File: config.mk
export PLATFORM = sky130hd
export DESIGN_NAME = pipelined_carry_select_adder
export DESIGN_NICKNAME = d
export VERILOG_FILES = /design/src/rtl/pipelined_carry_select_adder.sv
export SDC_FILE = /design/constraint.sdc
export NUM_CORES = 1
export LEC_CHECK = 0
export ABC_AREA = 1
export BUFFER_PORTS_ARGS = -buffer_cell sky130_fd_sc_hd__buf_2
export CAP_MARGIN = 10
export CORE_MARGIN = 2
export CORE_UTILIZATION = 58
export CTS_CLUSTER_DIAMETER = 50
export DETAILED_ROUTE_END_ITERATION = 10
export PLACE_DENSITY = 0.76
export SYNTH_ARGS = -nofsm -noshare
export SYNTH_HDL_FRONTEND = slang
export SYNTH_SLANG_ARGS = --single-unit
File: constraint.sdc
create_clock -name clk -period 3.2 [get_ports clk]
set_input_delay 0.16 -clock clk [delete_from_list [all_inputs] [get_ports clk]]
set_output_delay 0.16 -clock clk [all_outputs]
set_load 0.05 [all_outputs]
File: src/rtl/pipelined_carry_select_adder.sv
// Pipelined carry-select adder/subtractor.
// The operand is split into NBLK = WIDTH/BLOCK blocks. Stage 1 resolves block 0
// and precomputes both carry-in candidates for every other block; each later
// stage picks one more block using the carry out of the block below it.
// Candidate storage shrinks by one block per stage, since resolved blocks no
// longer need their carry-in-1 alternative.
module pipelined_carry_select_adder #(
    parameter int WIDTH = 32,
    parameter int BLOCK = 8
) (
    input  logic             clk,
    input  logic             rst_n,
    input  logic             in_valid,
    output logic             in_ready,
    input  logic [WIDTH-1:0] a,
    input  logic [WIDTH-1:0] b,
    input  logic             cin,
    input  logic             sub,
    output logic             out_valid,
    input  logic             out_ready,
    output logic [WIDTH-1:0] sum,
    output logic             cout,
    output logic             ovf
);

    localparam int NBLK = WIDTH / BLOCK;

    // One block-wide add with explicit carry-in; returns {carry, sum}.
    function automatic logic [BLOCK:0] blk_add(input logic [BLOCK-1:0] x,
                                               input logic [BLOCK-1:0] y,
                                               input logic             ci);
        return {1'b0, x} + {1'b0, y} + {{BLOCK{1'b0}}, ci};
    endfunction

    // Signed overflow: like-signed operands producing a result of the other sign.
    function automatic logic ovf_flag(input logic am, input logic bm, input logic sm);
        return (am == bm) && (sm != am);
    endfunction

    logic             stall;
    logic [WIDTH-1:0] bx;
    logic             c0;
    logic [NBLK-1:0]  vld;     // vld[k-1] is the valid bit of stage k
    logic [NBLK:0]    vchain;  // vchain[k-1] feeds stage k; top bit is out_valid
    logic [WIDTH-1:0] s0_in;   // block 0 resolved, upper blocks with carry-in 0
    logic [NBLK-1:0]  k0_in;   // matching block carries

    assign stall     = out_valid && !out_ready;
    assign in_ready  = !stall;
    assign bx        = sub ? ~b : b;
    assign c0        = sub ? 1'b1 : cin;
    assign vchain    = {vld, in_valid};
    assign out_valid = vchain[NBLK];

    // Valid bits shift together with the data; bubbles travel as zeros.
    always_ff @(posedge clk) begin
        if (!rst_n) begin
            vld <= '0;
        end else if (!stall) begin
            vld <= vchain[NBLK-1:0];
        end
    end

    // Carry-in-0 sums for every block, except block 0 which uses the real carry-in.
    always_comb begin
        s0_in = '0;
        k0_in = '0;
        for (int j = 0; j < NBLK; j++) begin
            {k0_in[j], s0_in[j*BLOCK +: BLOCK]} =
                blk_add(a[j*BLOCK +: BLOCK], bx[j*BLOCK +: BLOCK], (j == 0) ? c0 : 1'b0);
        end
    end

    // ---- candidate pipe: carry-in-1 sums and both carries of unresolved blocks ----
    for (genvar k = 1; k < NBLK; k++) begin : cp
        logic [WIDTH-k*BLOCK-1:0] hi1_p;  // carry-in-1 sums of blocks k..NBLK-1
        logic [NBLK-k-1:0]        k0_p;   // carry-in-0 carries of blocks k..NBLK-1
        logic [NBLK-k-1:0]        k1_p;   // carry-in-1 carries of blocks k..NBLK-1

        if (k == 1) begin : head
            logic [WIDTH-BLOCK-1:0] hi1_n;
            logic [NBLK-2:0]        k1_n;

            // Carry-in-1 candidates for blocks 1..NBLK-1.
            always_comb begin
                hi1_n = '0;
                k1_n  = '0;
                for (int j = 1; j < NBLK; j++) begin
                    {k1_n[j-1], hi1_n[(j-1)*BLOCK +: BLOCK]} =
                        blk_add(a[j*BLOCK +: BLOCK], bx[j*BLOCK +: BLOCK], 1'b1);
                end
            end

            // Capture candidates on accept.
            always_ff @(posedge clk) begin
                if (vchain[0] && !stall) begin
                    hi1_p <= hi1_n;
                    k0_p  <= k0_in[NBLK-1:1];
                    k1_p  <= k1_n;
                end
            end
        end else begin : body
            // Drop the block resolved at this stage, forward the rest unchanged.
            always_ff @(posedge clk) begin
                if (vchain[k-1] && !stall) begin
                    hi1_p <= cp[k-1].hi1_p[WIDTH-(k-1)*BLOCK-1:BLOCK];
                    k0_p  <= cp[k-1].k0_p[NBLK-k:1];
                    k1_p  <= cp[k-1].k1_p[NBLK-k:1];
                end
            end
        end
    end

    // ---- resolved pipe: stage k holds blocks 0..k-1 resolved, rest as carry-in-0 ----
    for (genvar k = 1; k <= NBLK; k++) begin : rp
        logic [WIDTH-1:0] dat_p, dat_n;
        logic             cry_p, cry_n;   // carry out of block k-1
        logic             amsb_p, amsb_n;
        logic             bmsb_p, bmsb_n;

        if (k == 1) begin : head
            assign dat_n  = s0_in;
            assign cry_n  = k0_in[0];
            assign amsb_n = a[WIDTH-1];
            assign bmsb_n = bx[WIDTH-1];
        end else begin : body
            logic sel;
            assign sel = rp[k-1].cry_p;

            // Swap in the carry-in-1 sum of block k-1 when the carry below is set.
            always_comb begin
                dat_n = rp[k-1].dat_p;
                if (sel) begin
                    dat_n[(k-1)*BLOCK +: BLOCK] = cp[k-1].hi1_p[BLOCK-1:0];
                end
            end

            assign cry_n  = cp[k-1].k0_p[0] | (cp[k-1].k1_p[0] & sel);
            assign amsb_n = rp[k-1].amsb_p;
            assign bmsb_n = rp[k-1].bmsb_p;
        end

        // Advance with a valid beat; only the output stage is cleared by reset.
        always_ff @(posedge clk) begin
            if (!rst_n && (k == NBLK)) begin
                dat_p  <= '0;
                cry_p  <= 1'b0;
                amsb_p <= 1'b0;
                bmsb_p <= 1'b0;
            end else if (vchain[k-1] && !stall) begin
                dat_p  <= dat_n;
                cry_p  <= cry_n;
                amsb_p <= amsb_n;
                bmsb_p <= bmsb_n;
            end
        end
    end

    assign sum  = rp[NBLK].dat_p;
    assign cout = rp[NBLK].cry_p;
    assign ovf  = ovf_flag(rp[NBLK].amsb_p, rp[NBLK].bmsb_p, rp[NBLK].dat_p[WIDTH-1]);

endmodule

==> results.yml <==
outcome:
  status: "finished, final reports clean"
floorplan:
  io_pins: 106
  core-area_mm2: 0.0151
  die_x_um: 128
  die_h_um: 128
  row_count: 45
  initial_core_util: 0.593
  die_area_mm2: 0.0165
synth:
  syn_area_per_cell_um2: 11.3
  netlist_area_mm2: 0.00899
  syn_nets: 909
  synth-seq-area-share: 0.638
  synth_cells: 797
  synth-seq-cells: 204
  synth.distinct_cells: 33
  yosysWarnings: 0
route:
  detail_route.wl_per_cell_um: 12.8
  drtAntennaViolNets: 0
  drcViolationCount: 0
  dr_total_vias: 5593
  dr.first_iter.drc_count: 291
  via_per_inst: 4.99
  dr.pass1.iters: 4
  routed_wl_mm: 14.3
cts:
  cts_tree: "yes"
  cts_buffers: 21
  clock_sinks: 204
  cts_buffer_depth: 3
  cts_setup_buffers: 0
  cts_resized: 0
  path_clk_slew_ps: 60
  htreeDepth: 1
  clkLatencyLatePin_ps: 490
  cts_root_buf: "clkbuf_16"
timing:
  final-setup-viol-count: 0
  min_period_ps: 2260
  fmax_ghz: 0.443
  rsz0062_at_grt: "false"
  worst_pin_slew_ps: 789
  relSlewSlack: 0.474
  skew_ps: 13.6
  setup_ws_ps: 942
  fin_crit_sh: 0.706
  tns_ps: 0
  hold_viol_final: 0
  drv_slew: 0
final_layout:
  diodes: 0
  final_cell_mix: "170 x nand2_1, 165 x edfxtp_1, 105 x buf_2, 83 x inv_1, 69 x nor2_1"
  final_common_cell: "nand2_1"
  fin_nets: 1030
  fill_cells: 1125
  area.growth.synth_to_final_pct: 15.6
  stdcell_count: 1120
  drive_above_1_share: 0.195
worst_setup_path:
  startpoint_type: "input pin"
  cp_cell_sequence: "buf_2 -> xor2_1 -> ha_1 -> inv_1 -> fa_1 -> inv_1 -> ha_1 -> inv_1 -> nor2_2 -> nand3_2 -> nor2_2 -> nand3_1 -> nand2_1 -> inv_1"
  worstPathMaxFanout: 19
  cp-end-kind: "flip-flop"
  cp_common_cell: "inv_1"
  cpPeakStageDelay_ps: 470
  cp_data_arrival_time_ps: 2510
  crit_type: "input pin to flip-flop"
  critPathRequiredTime_ps: 3450
  cp_slowest_cell: "fa_1"
power:
  p_int_mw: 4.78
  p_per_area_mw_per_mm2: 614
  combPwrFrac: 0.150
  p_sw_frac: 0.251
  p_switching_mw: 1.60
  power_leakage_nw: 4.61
  seqPwrFrac: 0.512
  max-vdd-ir-drop_uv: 356
  pwr-share-clk: 0.338
place:
  hpwl_mm: 10.3
  gp_congestion: 0.839
  place.port_buffers: 105
  placedCellCount: 1080
  pre_cts_slack_ps: 491
grt:
  grt_overflow: 0
  grt_pass1_vias: 5197
  grt_max_degree: 46
  grt_pass1_wl_mm: 24.0
  grt_use_total: 0.182
  antenna_found_initial: 0
worst_hold_path:
  hold_class: "input pin to flip-flop"
run:
  maxCapViolCount: 0
[logic make-up after synthesis]
group	share of synthesized area
and+or+nand+nor	0.156
adders and majority gates	0.0626
DFF	0.638
AOI/OAI and AO/OA	0.0479
buffers and inverters	0.0447
xor gates and xnor gates	0.0507
[state kept, by name, summed over array words and instances (netlist names)]
register,count
cout,1
cp.k0_p,6
rp.dat_p,96
cp.k1_p,6
sum,32
rp.cry_p,3
rp.bmsb_p,4
cp.hi1_p,48
rp.amsb_p,4
vld,4
[layout make-up]
| class | instances | area, um^2 | area share |
|---|---|---|---|
| clock buffers | 27 | 558 | 0.0537 |
| clock inverters | 10 | 61.3 | 0.00590 |
| inverters | 89 | 334 | 0.0322 |
| multi-input cells | 488 | 2850 | 0.274 |
| flip-flops and latches | 204 | 5740 | 0.552 |
| well taps | 188 | 235 | 0.0226 |
| repair buffers | 114 | 613 | 0.0590 |
[power groups by stage]
| stage | Combinational (mW) | Sequential, mW | Clock, mW |
|---|---|---|---|
| final | 0.955 | 3.26 | 2.16 |
| after global routing | 1.09 | 3.29 | 2.30 |
| after CTS | 0.959 | 3.27 | 2.21 |
| after detailed placement | 0.950 | 3.32 | 0 |
| after global placement | 0.929 | 3.31 | 0 |
| after floorplan | 0.678 | 3.35 | 0 |
[cells in the mapped netlist (all sizes together)]
| library cell | number | area [um^2] |
|---|---|---|
| nand2 | 185 | 747 |
| edfxtp | 165 | 4950 |
| inv | 89 | 334 |
| nor2 | 79 | 332 |
| xor2 | 42 | 368 |
| dfxtp | 39 | 781 |
| o21ai | 38 | 190 |
| ha | 37 | 463 |
| nand3 | 28 | 155 |
| a21oi | 26 | 134 |
| a31oi | 11 | 68.8 |
| nand4 | 11 | 68.8 |
| xnor2 | 10 | 87.6 |
| buf | 8 | 37.5 |
| clkbuf | 8 | 30.0 |
| nand3b | 6 | 65.1 |
| fa | 5 | 100 |
| a21o | 4 | 30.0 |
| nor3 | 3 | 20.0 |
| or2 | 2 | 15.0 |
| o211ai | 1 | 7.51 |
[per-stage QoR]
| step | instance area [um^2] | total power, mW | utilization | hold WS (ps) |
|---|---|---|---|---|
| 4_1_cts | 10400 | 6.43 | 0.686 | 4.30 |
| 6_report | 10400 | 6.37 | 0.686 | 24.2 |
| 5_1_grt | 10400 | 6.68 | 0.686 | 20.3 |
| 3_5_place_dp | 9740 | 4.27 | 0.643 | 378 |
| 2_1_floorplan | 8990 | 4.02 | - | 259 |
| 3_3_place_gp | 9740 | 4.24 | 0.643 | 377 |
[per-layer routing]
metal / GRT usage / wire, um
met5: 0 / 0
met4: 0.0659 / 382
met2: 0.299 / 6600
met1: 0.251 / 6620
met3: 0.0258 / 704
[worst max-delay path, delay by kind of cell]
family / cells / cell delay, ps
fa+ha+maj: 3 / 860
buf+inv: 5 / 700
simple gates: 5 / 550
xor+xnor: 1 / 220
[worst paths after layout]
path,start,endpoint,slack (ps),depth (start not counted)
setup / recovery,sub,cp[1].k1_p[2]$_DFFE_PP_,940,14
hold / removal,b[31],rp[1].bmsb_p$_DFFE_PP_,20,2
setup reg to reg,vld[3]$_SDFFE_PN0N_,sum[6]$_SDFFE_PN0P_,1310,6
hold reg to reg,rp[2].dat_p[13]$_DFFE_PP_,rp[3].dat_p[13]$_DFFE_PP_,410,0
[repair_timing]
action	in CTS	in global routing
endpoints found under the hold margin	4	0
hold buffers	3	0
setup endpoints to repair	0	0
Note: power is estimated with default switching activity, not from simulation.
